--- src/rtl/decimator_multimode.sv ---
// Block decimator: reduces each block of N valid samples to one output by
// last/max/min/mean, with ratio/mode/shift changes deferred to block boundaries.
module decimator_multimode #(
  parameter int unsigned WIDTH         = 8,
  parameter int unsigned RATIO_BITS    = 14,
  parameter int unsigned DEFAULT_RATIO = 10000,
  parameter int unsigned SHIFT_BITS    = 4
) (
  input  logic                  iClk,
  input  logic                  iRst_n,
  input  logic [WIDTH-1:0]      iData,
  input  logic                  iData_Valid,
  input  logic [RATIO_BITS-1:0] iRatio,
  input  logic [1:0]            iMode,
  input  logic [SHIFT_BITS-1:0] iShift,
  input  logic                  iCfg_Load,
  input  logic                  iClear,
  output logic [WIDTH-1:0]      oData,
  output logic                  oData_Valid,
  output logic                  oCfg_Pending
);

  localparam int unsigned ACC_W = WIDTH + RATIO_BITS;

  logic [RATIO_BITS-1:0] cnt_q, cnt_d;
  logic [ACC_W-1:0]      acc_q, acc_d;
  logic [WIDTH-1:0]      odata_q, odata_d;
  logic                  ovalid_q, ovalid_d;

  logic [RATIO_BITS-1:0] ratio_q, ratio_d;
  logic [1:0]            mode_q, mode_d;
  logic [SHIFT_BITS-1:0] shift_q, shift_d;

  logic                  pend_q, pend_d;
  logic [RATIO_BITS-1:0] pend_ratio_q, pend_ratio_d;
  logic [1:0]            pend_mode_q, pend_mode_d;
  logic [SHIFT_BITS-1:0] pend_shift_q, pend_shift_d;

  logic                  is_first;
  logic                  use_pend;
  logic                  is_final;
  logic [RATIO_BITS-1:0] sel_ratio;
  logic [RATIO_BITS-1:0] eff_ratio;
  logic [1:0]            sel_mode;
  logic [SHIFT_BITS-1:0] sel_shift;
  logic [ACC_W-1:0]      sample_ext;
  logic [ACC_W-1:0]      run_val;
  logic [ACC_W-1:0]      shifted;
  logic [WIDTH-1:0]      result;

  // With no block in progress a pending config already governs this cycle's sample.
  always_comb begin
    is_first   = (cnt_q == '0);
    use_pend   = pend_q && is_first;
    sel_ratio  = use_pend ? pend_ratio_q : ratio_q;
    sel_mode   = use_pend ? pend_mode_q  : mode_q;
    sel_shift  = use_pend ? pend_shift_q : shift_q;
    eff_ratio  = (sel_ratio == '0) ? RATIO_BITS'(1) : sel_ratio;
    is_final   = iData_Valid && (cnt_q == eff_ratio - RATIO_BITS'(1));
    sample_ext = ACC_W'(iData);

    case (sel_mode)
      2'd0:    run_val = sample_ext;
      2'd1:    run_val = (is_first || sample_ext > acc_q) ? sample_ext : acc_q;
      2'd2:    run_val = (is_first || sample_ext < acc_q) ? sample_ext : acc_q;
      default: run_val = is_first ? sample_ext : acc_q + sample_ext;
    endcase

    shifted = run_val >> sel_shift;
    if (sel_mode == 2'd3) begin
      result = (|shifted[ACC_W-1:WIDTH]) ? '1 : shifted[WIDTH-1:0];
    end else begin
      result = run_val[WIDTH-1:0];
    end
  end

  always_comb begin
    cnt_d        = cnt_q;
    acc_d        = acc_q;
    odata_d      = odata_q;
    ovalid_d     = 1'b0;
    ratio_d      = ratio_q;
    mode_d       = mode_q;
    shift_d      = shift_q;
    pend_d       = pend_q;
    pend_ratio_d = pend_ratio_q;
    pend_mode_d  = pend_mode_q;
    pend_shift_d = pend_shift_q;

    if (iClear) begin
      cnt_d = '0;
      acc_d = '0;
      if (iCfg_Load) begin
        ratio_d = iRatio;
        mode_d  = iMode;
        shift_d = iShift;
        pend_d  = 1'b0;
      end else if (pend_q) begin
        ratio_d = pend_ratio_q;
        mode_d  = pend_mode_q;
        shift_d = pend_shift_q;
        pend_d  = 1'b0;
      end
    end else begin
      if (iData_Valid) begin
        if (is_final) begin
          ovalid_d = 1'b1;
          odata_d  = result;
          cnt_d    = '0;
          acc_d    = '0;
        end else begin
          cnt_d = cnt_q + RATIO_BITS'(1);
          acc_d = run_val;
        end
      end
      if (pend_q && (is_first || is_final)) begin
        ratio_d = pend_ratio_q;
        mode_d  = pend_mode_q;
        shift_d = pend_shift_q;
        pend_d  = 1'b0;
      end
      // A load in the final-sample cycle stays pending and takes over on the next cycle.
      if (iCfg_Load) begin
        pend_d       = 1'b1;
        pend_ratio_d = iRatio;
        pend_mode_d  = iMode;
        pend_shift_d = iShift;
      end
    end
  end

  always_ff @(posedge iClk or negedge iRst_n) begin
    if (!iRst_n) begin
      cnt_q        <= '0;
      acc_q        <= '0;
      odata_q      <= '0;
      ovalid_q     <= 1'b0;
      ratio_q      <= RATIO_BITS'(DEFAULT_RATIO);
      mode_q       <= '0;
      shift_q      <= '0;
      pend_q       <= 1'b0;
      pend_ratio_q <= '0;
      pend_mode_q  <= '0;
      pend_shift_q <= '0;
    end else begin
      cnt_q        <= cnt_d;
      acc_q        <= acc_d;
      odata_q      <= odata_d;
      ovalid_q     <= ovalid_d;
      ratio_q      <= ratio_d;
      mode_q       <= mode_d;
      shift_q      <= shift_d;
      pend_q       <= pend_d;
      pend_ratio_q <= pend_ratio_d;
      pend_mode_q  <= pend_mode_d;
      pend_shift_q <= pend_shift_d;
    end
  end

  assign oData        = odata_q;
  assign oData_Valid  = ovalid_q;
  assign oCfg_Pending = pend_q;

endmodule

--- config.mk ---
export PLATFORM = sky130hd
export DESIGN_NAME = decimator_multimode
export DESIGN_NICKNAME = d
export VERILOG_FILES = /design/src/rtl/decimator_multimode.sv
export SDC_FILE = /design/constraint.sdc
export NUM_CORES = 1
export LEC_CHECK = 0
export ABC_AREA = 1
export CORE_MARGIN = 2
export CORE_UTILIZATION = 40
export CTS_CLUSTER_DIAMETER = 80
export DETAILED_ROUTE_END_ITERATION = 7
export MAX_ROUTING_LAYER = met4
export PLACE_DENSITY = 0.66
export SETUP_SLACK_MARGIN = 0.5
export SYNTH_ARGS = -nofsm -noshare
export SYNTH_HDL_FRONTEND = slang
export SYNTH_SLANG_ARGS = --single-unit
export TNS_END_PERCENT = 100
--- constraint.sdc ---
create_clock -name iClk -period 4.3 [get_ports iClk]
set_input_delay 0.645 -clock iClk [delete_from_list [all_inputs] [get_ports iClk]]
set_output_delay 0.645 -clock iClk [all_outputs]
set_load 0.05 [all_outputs]
==> run metrics, run 1 <==
Data required, critical path=approximately 4600 ps; Async SR Flop Fraction=1.000; ANT cells=0; leak pwr=just under 0.005 µW; initial core utilization=0.4082; Fin. Hold Viols=0; sequential area share after synthesis=0.2708; hold_ws=~420 ps; Pwr Total=between 5000 and 6000 µW; WL/cell=between 10 and 15 µm; Clock Power Share=0.154; number of global-route vias before repair=slightly below 8000; top post-synthesis cells by area=dfrtp_1 25%, nand2_1 20%, nand3_1 16%, inv_1 8.6%, o21ai_0 4.3%; Root Driver=clkbuf_16; max cap viols=0; post-route antenna net violation count=0; TNS Setup=0 ps; first-pass GRT wire length=between 30000 and 40000 µm; crit end category=register; cell taking the most area after synthesis=dfrtp_1; layout cells sized above 1=0.1254; core area=between 0.015 and 0.02 mm²; port buffer count=42; Die Y=between 100 and 150 µm; Residual DRC=0; worst skew pair latency=roughly 360 ps; Final Slew Violations=0; Initial DRT Pass Iterations=5; RSZ-0062 raised after global routing=yes; PD cells=between 500 and 600 mW/mm²; die area=0.02107 mm²; FF+latch area=around 0.0022 mm²; global route overflow=0; most common library cells after synthesis=431 x nand2_1, 247 x nand3_1, 182 x inv_1, 81 x dfrtp_1, 80 x nor2_1; Clock Tree Buf Depth=2; sequential share of power=0.195; Pint=between 2000 and 3000 µW; post-route cell area=0.009691 mm²; CTS buffer count=9; setup violators final=0; DR vias=between 8000 and 9000; Reg clk slew, reported paths=around 70 ps; largest net degree at the start of global routing=67; switch share=0.5105; routed wire length=24660 µm; critical path type=register to register; area fraction of the dominant cell type after synthesis=0.2543; status=complete, no violations; # clock sinks=between 80 and 90; relative slew slack=0.2607; number of enable flip-flop cells after synthesis=0; Rows=51; shortest period the worst path allows=between 3000 and 4000 ps; clock skew=around 10 ps; period utilisation layout=0.8695; Die W=145.2 µm; cell mode on critical path=nand2_2; count leader, synth=nand2_1; Combinational Power Share=0.651; multi-input combinational cell area=between 0.005 and 0.006 mm²; worst stage delay on the critical path=410 ps; Top Ports=43; CP Launch Type=register; Mapped Area=roughly 0.008 mm²; routability cong.=0.9350; Cell variety after synth=39; DR iter-0 viols=800; Post-Syn Area per Cell=roughly 6 µm²; vias per cell=roughly 5.3; Max VDD drop=roughly 0.33 mV; CP Data Arrival Time=between 4000 and 5000 ps; initial antenna violation count=0; Layout area overhead=21.59%; HP Class=input pin to asynchronous set/reset pin; H-tree levels=3; DP Wirelength=between 15000 and 20000 µm; Synth Register Bits=between 80 and 90; Cells after Synth=1331; FILL cells=2037; highest clock rate=267.5 MHz; CP max stage cell=dfrtp_1; nets=between 1000 and 1500; CTS tree=done; Overall Global Routing Usage=0.2353; ys flop type=dfrtp_1; syn_nets=between 1000 and 1500; placed inst area=0.008671 mm²; worst-path maximum fanout=6; synth warn=0; Slew @ Worst Pin=~1100 ps; NetSw=2827 µW
-- power groups by stage --
stage	Sequential [µW]	Combinational, µW	Clock, µW
floorplan	1100	2220	0
global placement	1090	2990	0
detailed placement	1080	2990	0
CTS	1070	3150	870
global route	1090	3990	901
finish	1080	3600	856
-- cell families (layout without fill, tap and decap cells) --
logic type	Yosys count	count (layout)	synth area share
flip-flops	86	86	0.2708
buffers and inverters	236	297	0.1187
adder cells (fa/ha/maj)	20	20	0.03234
AO/OA/AOI/OAI	112	112	0.07771
AND/OR/NAND/NOR	858	861	0.4796
XOR/XNOR	19	19	0.02088
-- final cells by class --
| class | instances | share of cell area |
|---|---|---|
| clock buffer | 9 | 0.02324 |
| sequential | 86 | 0.2230 |
| tap | 265 | 0.03422 |
| inverter | 189 | 0.07385 |
| timing repair buffer | 91 | 0.09103 |
| multi-input combinational | 1012 | 0.5451 |
| timing repair inverter | 1 | 0.0007747 |
| clock inverter | 7 | 0.008780 |
-- final timing paths --
check	from	to	slack, ps	cells past startpoint
max in group asynchronous	iRst_n	mode_q[1]	3000	2
worst max-delay path	cnt_q[1]	ratio_q[2]	560	28
worst max register to register	cnt_q[1]	ratio_q[2]	560	28
worst min-delay path	iRst_n	pend_ratio_q[10]	420	1
min in group iClk	ratio_q[8]	ratio_q[8]	470	2
worst min register to register	ratio_q[8]	ratio_q[8]	470	2
-- layout by cell type (no fill, tap or decap), types with 14 or more instances in the layout --
master           synthesis  final
clkdlybuf4s50_1          0     38
buf_4                    5     40
nand3_1                247    238
o21ai_0                 69     68
nand2_2                  8     30
nand2_1                431    402
inv_1                  182    176
nand4_1                 47     47
xor2_1                  18     14
dfrtp_1                 81     79
nor2_1                  80     71
-- layer usage --
metal | GRT usage | wire length [µm]
met2 | 0.3452 | 10640
met3 | 0.02484 | 1630
met1 | 0.3426 | 12030
met5 | - | 0
met4 | 0.06961 | 351
-- critical path: cells and delay by family (launching register included) --
family,cells,cell delay [ps]
flops,1,410
simple gates,18,1930
buf+inv,6,680
xor+xnor,2,340
fa+ha+maj,2,330
-- sequential cells by signal, indices dropped and copies added, names as in the netlist, 4 cells and up --
| signal | count |
|---|---|
| acc_q | 22 |
| cnt_q | 14 |
| oData | 8 |
| pend_ratio_q | 14 |
| pend_shift_q | 4 |
| ratio_q | 14 |
| shift_q | 4 |
-- stage by stage --
stage / setup slack, ps / util / cells
floorplan: 777.5 / - / 1331
global placement: 82.96 / 0.4441 / 1616
detailed placement: 144.8 / 0.4441 / 1616
CTS: 498.3 / 0.4688 / 1640
global route: 393.2 / 0.4963 / 1660
finish: 561.3 / 0.4963 / 1660
-- what timing repair did --
item	in CTS	in global routing
setup buffers	6	15
hold buffers	0	0
gates resized for setup	21	93
endpoints found under the setup margin	40	66
pin swaps	4	30
gates cloned	2	5
No activity file was read; power rests on OpenSTA's default activity.
==> run 2, diff against run 1 <==
Settings changed: CORE_UTILIZATION 40 to 30, PLACE_DENSITY 0.66 to 0.55.
==> run metrics, run 2 (synthesis gave the netlist of run 1 again) <==
status=complete, no violations (unchanged); placed inst area=0.008796 mm² (was 0.008671 mm²); Final Slew Violations=0 (unchanged); shortest period the worst path allows=3679 ps (was 3739 ps); Fin. Hold Viols=0 (unchanged); final worst setup slack=620.7 ps (was 561.3 ps); leak pwr=0.005000 µW (was 0.004974 µW); Residual DRC=0 (unchanged); DR iter-0 viols=718 (was 800); initial antenna violation count=0 (unchanged); Post-Layout Cell Count=1741 (was 1660); Initial DRT Pass Iterations=5 (unchanged); Combinational Power Share=0.656 (was 0.651); largest net degree at the start of global routing=53 (was 67); Die Y=167.0 µm (was 145.2 µm); worst stage delay on the critical path=400 ps (was 410 ps); pre-CTS WS=16.37 ps (was 144.8 ps); NetSw=2888 µW (was 2827 µW); Max VDD drop=0.2571 mV (was 0.3320 mV); r2r worst-path depth=30 (was 28); max reg flops=22 (unchanged); clock skew=16.27 ps (was 10.25 ps); layout cells sized above 1=0.1259 (was 0.1254); setup violators final=0 (unchanged); PD cells=564.8 mW/mm² (was 571.5 mW/mm²); max cap viols=0 (unchanged); die area=0.02789 mm² (was 0.02107 mm²); RSZ-0062 raised after global routing=yes (unchanged); sequential share of power=0.194 (was 0.195); Die W=167.0 µm (was 145.2 µm); Reg2Reg Launch Point=cnt_q[1] (unchanged); global route overflow=0 (unchanged); Top Ports=43 (unchanged); Pint=2667 µW (was 2711 µW); ANT cells=0 (unchanged); commonest non-fill, non-tap cell in the layout=nand2_1 (unchanged); Largest Register=acc_q (unchanged); initial core utilization=0.3059 (was 0.4082); port buffer count=42 (unchanged); worst skew pair latency=370 ps (was 360 ps); R2R setup slack=620 ps (was 560 ps); number of global-route vias before repair=8095 (was 7900); CP max stage cell=dfrtp_1 (unchanged); Clock Power Share=0.151 (was 0.154); relative slew slack=0.2407 (was 0.2607); nets=1454 (was 1443); # clock sinks=86 (unchanged); routed wire length=26000 µm (was 24660 µm); first-pass GRT wire length=42260 µm (was 39910 µm); crit end category=register (unchanged); post-route antenna net violation count=0 (unchanged); worst-path maximum fanout=6 (unchanged); Hold Buf Count CTS=0 (unchanged); vias per cell=5.044 (was 5.285); Reg-to-Reg End=mode_q[1] (was ratio_q[2]); cell mode on critical path=nand2_2 (unchanged); TNS Setup=0 ps (unchanged); CP Launch Type=register (unchanged); CTS tree=done (unchanged); H-tree levels=3 (unchanged); WL/cell=14.94 µm (was 14.86 µm); post-route cell area=0.009836 mm² (was 0.009691 mm²); Slew @ Worst Pin=1136 ps (was 1105 ps); Reg clk slew, reported paths=80 ps (was 70 ps); critical path type=register to register (unchanged); CTS buffer count=9 (unchanged); highest clock rate=271.8 MHz (was 267.5 MHz); HP Class=input pin to asynchronous set/reset pin (unchanged); Clock Tree Buf Depth=2 (unchanged); Root Driver=clkbuf_16 (unchanged); Overall Global Routing Usage=0.1902 (was 0.2353); Data required, critical path=4600 ps (was 4590 ps); CP Data Arrival Time=3980 ps (was 4030 ps); routability cong.=0.9000 (was 0.9350); Layout area overhead=23.41% (was 21.59%); core area=0.02606 mm² (was 0.01953 mm²); most frequent cells in the layout=403 x nand2_1, 240 x nand3_1, 176 x inv_1, 80 x dfrtp_1, 73 x nor2_1 (was 402 x nand2_1, 238 x nand3_1, 176 x inv_1, 79 x dfrtp_1, 71 x nor2_1); period utilisation layout=0.8557 (was 0.8695); DP Wirelength=19250 µm (was 18090 µm); switch share=0.5199 (was 0.5105); DR vias=8781 (was 8773); placed cell count=1691 (was 1616); Rows=59 (was 51)
==> run 2: cell count changes in the layout (fill, tap and decap cells not counted), moves of 3 or more <==
cell        previous run  this run
clkinvlp_4             2         5
nand2_4                6         9
buf_4                 40        52
nand3_2                8         5
nand2_2               30        25
buf_8                  4         0
ha_1                  11        14
==> run 2: timing repair <==
action,4_1_cts,5_1_grt
resized for setup,27,81
cloned,3,4
pin swaps,7,26
endpoints found under the setup margin,66,66
setup buffers,16,11
==> run 2: power by group through the flow <==
stage | Sequential [µW] | Combinational, µW | Clock, µW
finish | 1080 | 3640 | 837
global route | 1090 | 4060 | 892
CTS | 1070 | 3250 | 858
detailed placement | 1080 | 3070 | 0
global placement | 1090 | 3060 | 0
floorplan | 1100 | 2220 | 0
==> run 2: routing by layer <==
layer | share of wire | up-vias | GRT usage
li1 | - | 4453 | -
met1 | 0.51 | 4077 | 0.2776
met2 | 0.43 | 234 | 0.2761
met3 | 0.049 | 17 | 0.02875
met4 | 0.011 | 0 | 0.04310
met5 | 0 | - | -
==> run 2: layout make-up <==
class	count	area (µm²)
fill	2859	16220
inverter	189	725.7
multi-input combinational	1012	5273
sequential	86	2160
tap	335	419.2
clock buffer	9	225.2
timing repair inverter	2	15.01
clock inverter	7	83.83
timing repair buffer	101	934.6
==> run 2: worst max-delay path by stage <==
stage	slack (ps)	end	start
after floorplan	780	mode_q[0]	cnt_q[0]
after global placement	0.3	oData[3]	iData[0]
after detailed placement	20	oData[5]	iData[0]
after CTS	500	oData[3]	iData[0]
after global routing	400	shift_q[0]	cnt_q[1]
final	620	mode_q[1]	cnt_q[1]
==> run 2: stage by stage <==
| step | power [µW] | utilization | hold WS [ps] |
|---|---|---|---|
| after CTS | 5176 | 0.3601 | 327.9 |
| final | 5555 | 0.3774 | 294.3 |
| after global placement | 4151 | 0.3375 | 449.4 |
| after global routing | 6051 | 0.3774 | 343.2 |
| after floorplan | 3329 | - | 349.4 |
| after detailed placement | 4153 | 0.3375 | 453.5 |
==> run 2: worst max-delay path: cells and delay by family (launching register included) <==
kind                     cells  cell delay, ps
adder cells (fa/ha/maj)      2             290
buffers and inverters        6             560
flip-flops                   1             400
AND/OR/NAND/NOR             22            2360
==> run 3, diff against run 2 <==
Settings changed: PLACE_DENSITY 0.55 to 0.56.
Clock period 4.3 ns to 3.3 ns, I/O delays scaled along.
==> run metrics, run 3 (synthesis gave the netlist of run 1 again) <==
max reg flops=22 (unchanged); CTS buffer count=9 (unchanged); shortest period the worst path allows=3500 ps (was 3679 ps); core area=0.02606 mm² (unchanged); first-pass GRT wire length=43570 µm (was 42260 µm); DR vias=9114 (was 8781); Clock Tree Buf Depth=2 (unchanged); Root Driver=clkbuf_16 (unchanged); Initial DRT Pass Iterations=5 (unchanged); Data required, critical path=3540 ps (was 4600 ps); CTS tree=done (unchanged); CP max stage cell=dfrtp_1 (unchanged); Overall Global Routing Usage=0.1957 (was 0.1902); cell mode on critical path=nand2_2 (unchanged); commonest non-fill, non-tap cell in the layout=nand2_1 (unchanged); initial core utilization=0.3059 (unchanged); worst skew pair latency=360 ps (was 370 ps); layout cells sized above 1=0.2148 (was 0.1259); routed wire length=26480 µm (was 26000 µm); # clock sinks=86 (unchanged); worst stage delay on the critical path=390 ps (was 400 ps); critical path type=register to register (unchanged); setup violators final=66 (was 0); nets=1584 (was 1454); port buffer count=42 (unchanged); Layout area overhead=36.48% (was 23.41%); relative slew slack=0.3388 (was 0.2407); HP Class=input pin to asynchronous set/reset pin (unchanged); Residual DRC=0 (unchanged); PD cells=727.4 mW/mm² (was 564.8 mW/mm²); global route overflow=0 (unchanged); CP Launch Type=register (unchanged); leak pwr=0.005634 µW (was 0.005000 µW); Pwr Total=7913 µW (was 5555 µW); crit end category=register (unchanged); worst-path maximum fanout=7 (was 6); period utilisation layout=1.061 (was 0.8557); clock skew=15.41 ps (was 16.27 ps); WL/cell=14.15 µm (was 14.94 µm); die area=0.02789 mm² (unchanged); Max VDD drop=0.3174 mV (was 0.2571 mV); failing checks=setup timing; ANT cells=0 (unchanged); final worst setup slack=-200.1 ps (was 620.7 ps); DP Wirelength=20440 µm (was 19250 µm); Slew @ Worst Pin=981.4 ps (was 1136 ps); Largest Register=acc_q (unchanged); Die W=167.0 µm (unchanged); post-route antenna net violation count=0 (unchanged); DR iter-0 viols=538 (was 718); number of global-route vias before repair=8755 (was 8095); RSZ-0062 raised after global routing=yes (unchanged); Top Ports=43 (unchanged); highest clock rate=285.7 MHz (was 271.8 MHz); most frequent cells in the layout=404 x nand2_1, 230 x nand3_1, 178 x inv_1, 177 x buf_4, 80 x dfrtp_1 (was 403 x nand2_1, 240 x nand3_1, 176 x inv_1, 80 x dfrtp_1, 73 x nor2_1); CP Data Arrival Time=3740 ps (was 3980 ps); placed inst area=0.01005 mm² (was 0.008796 mm²); largest net degree at the start of global routing=42 (was 53); Fin. Hold Viols=0 (unchanged); max cap viols=0 (unchanged); Final Slew Violations=0 (unchanged); H-tree levels=3 (unchanged); status=finished with violations (was complete, no violations); post-route cell area=0.01088 mm² (was 0.009836 mm²); initial antenna violation count=0 (unchanged); vias per cell=4.871 (was 5.044); Reg clk slew, reported paths=80 ps (about the same); Die Y=167.0 µm (unchanged); R2R setup slack=-200 ps (was 620 ps); routability cong.=0.9043 (was 0.9000); Rows=59 (unchanged)
-- run 3: changes by cell type in the layout (fill, tap and decap cells not counted), moves of 9 or more --
cell and change:
buf_4 +125, nand3_1 -10, nand3_2 +12, nor2_1 -13, o21ai_0 -9, o21ai_1 +9
-- run 3: final timing paths --
check                      startpoint          end  cells after the start
setup / recovery             cnt_q[1]     oData[7]                     29
hold / removal                 iRst_n    acc_q[10]                      1
setup reg to reg             cnt_q[1]     oData[7]                     29
hold reg to reg            ratio_q[4]   ratio_q[4]                      2
max in group asynchronous      iRst_n  ratio_q[13]                      2
min in group iClk          ratio_q[4]   ratio_q[4]                      2
-- run 3: through the flow --
stage	setup slack (ps)	util	std cells	TNS [ps]	hold WS, ps
detailed placement	-498.7	0.3856	1835	-19250	457.4
finish	-200.1	0.4174	1871	-7398	116.4
global route	-387.2	0.4174	1871	-20930	154.1
CTS	-135.2	0.4044	1858	-5539	128.8
global placement	-514.0	0.3856	1835	-14420	439.6
floorplan	-123.4	-	1331	-3158	199.4
-- run 3: worst max-delay path: cells and delay by family (launching register included) --
family	cells	cell delay, ps
flip-flops	1	390
AO/OA/AOI/OAI	1	60
adder cells (fa/ha/maj)	2	300
buffers and inverters	8	960
AND/OR/NAND/NOR	18	1680
-- run 3: final cells by class --
type / instances / area, µm²
timing repair buffer: 235 / 2006
sequential: 86 / 2160
fill: 2759 / 15180
clock inverter: 6 / 53.80
tap: 335 / 419.2
multi-input combinational: 1010 / 5291
inverter: 189 / 709.4
clock buffer: 10 / 239.0
-- run 3: where the power goes --
group | total (µW) | switching, µW | internal (µW)
sequential | 1390 | 137 | 1250
combinational | 5470 | 3190 | 2290
clock | 1050 | 505 | 544
total | 7910 | 3830 | 4080
-- run 3: layer usage --
| layer | track usage | up-vias | part of all wire | wire length [µm] |
|---|---|---|---|---|
| met3 | 0.02329 | 34 | 0.035 | 939 |
| li1 | - | 4705 | - | - |
| met2 | 0.3249 | 196 | 0.47 | 12570 |
| met1 | 0.2523 | 4179 | 0.47 | 12540 |
| met5 | - | - | 0 | 0 |
| met4 | 0.05247 | 0 | 0.016 | 435 |
-- run 3: what timing repair did --
item	4_1_cts	5_1_grt
setup buffers	5	11
gates cloned	2	2
endpoints found under the setup margin	66	66
pin swaps	12	31
hold endpoints to repair	0	0
hold buffers	0	0
gates resized for setup	36	60
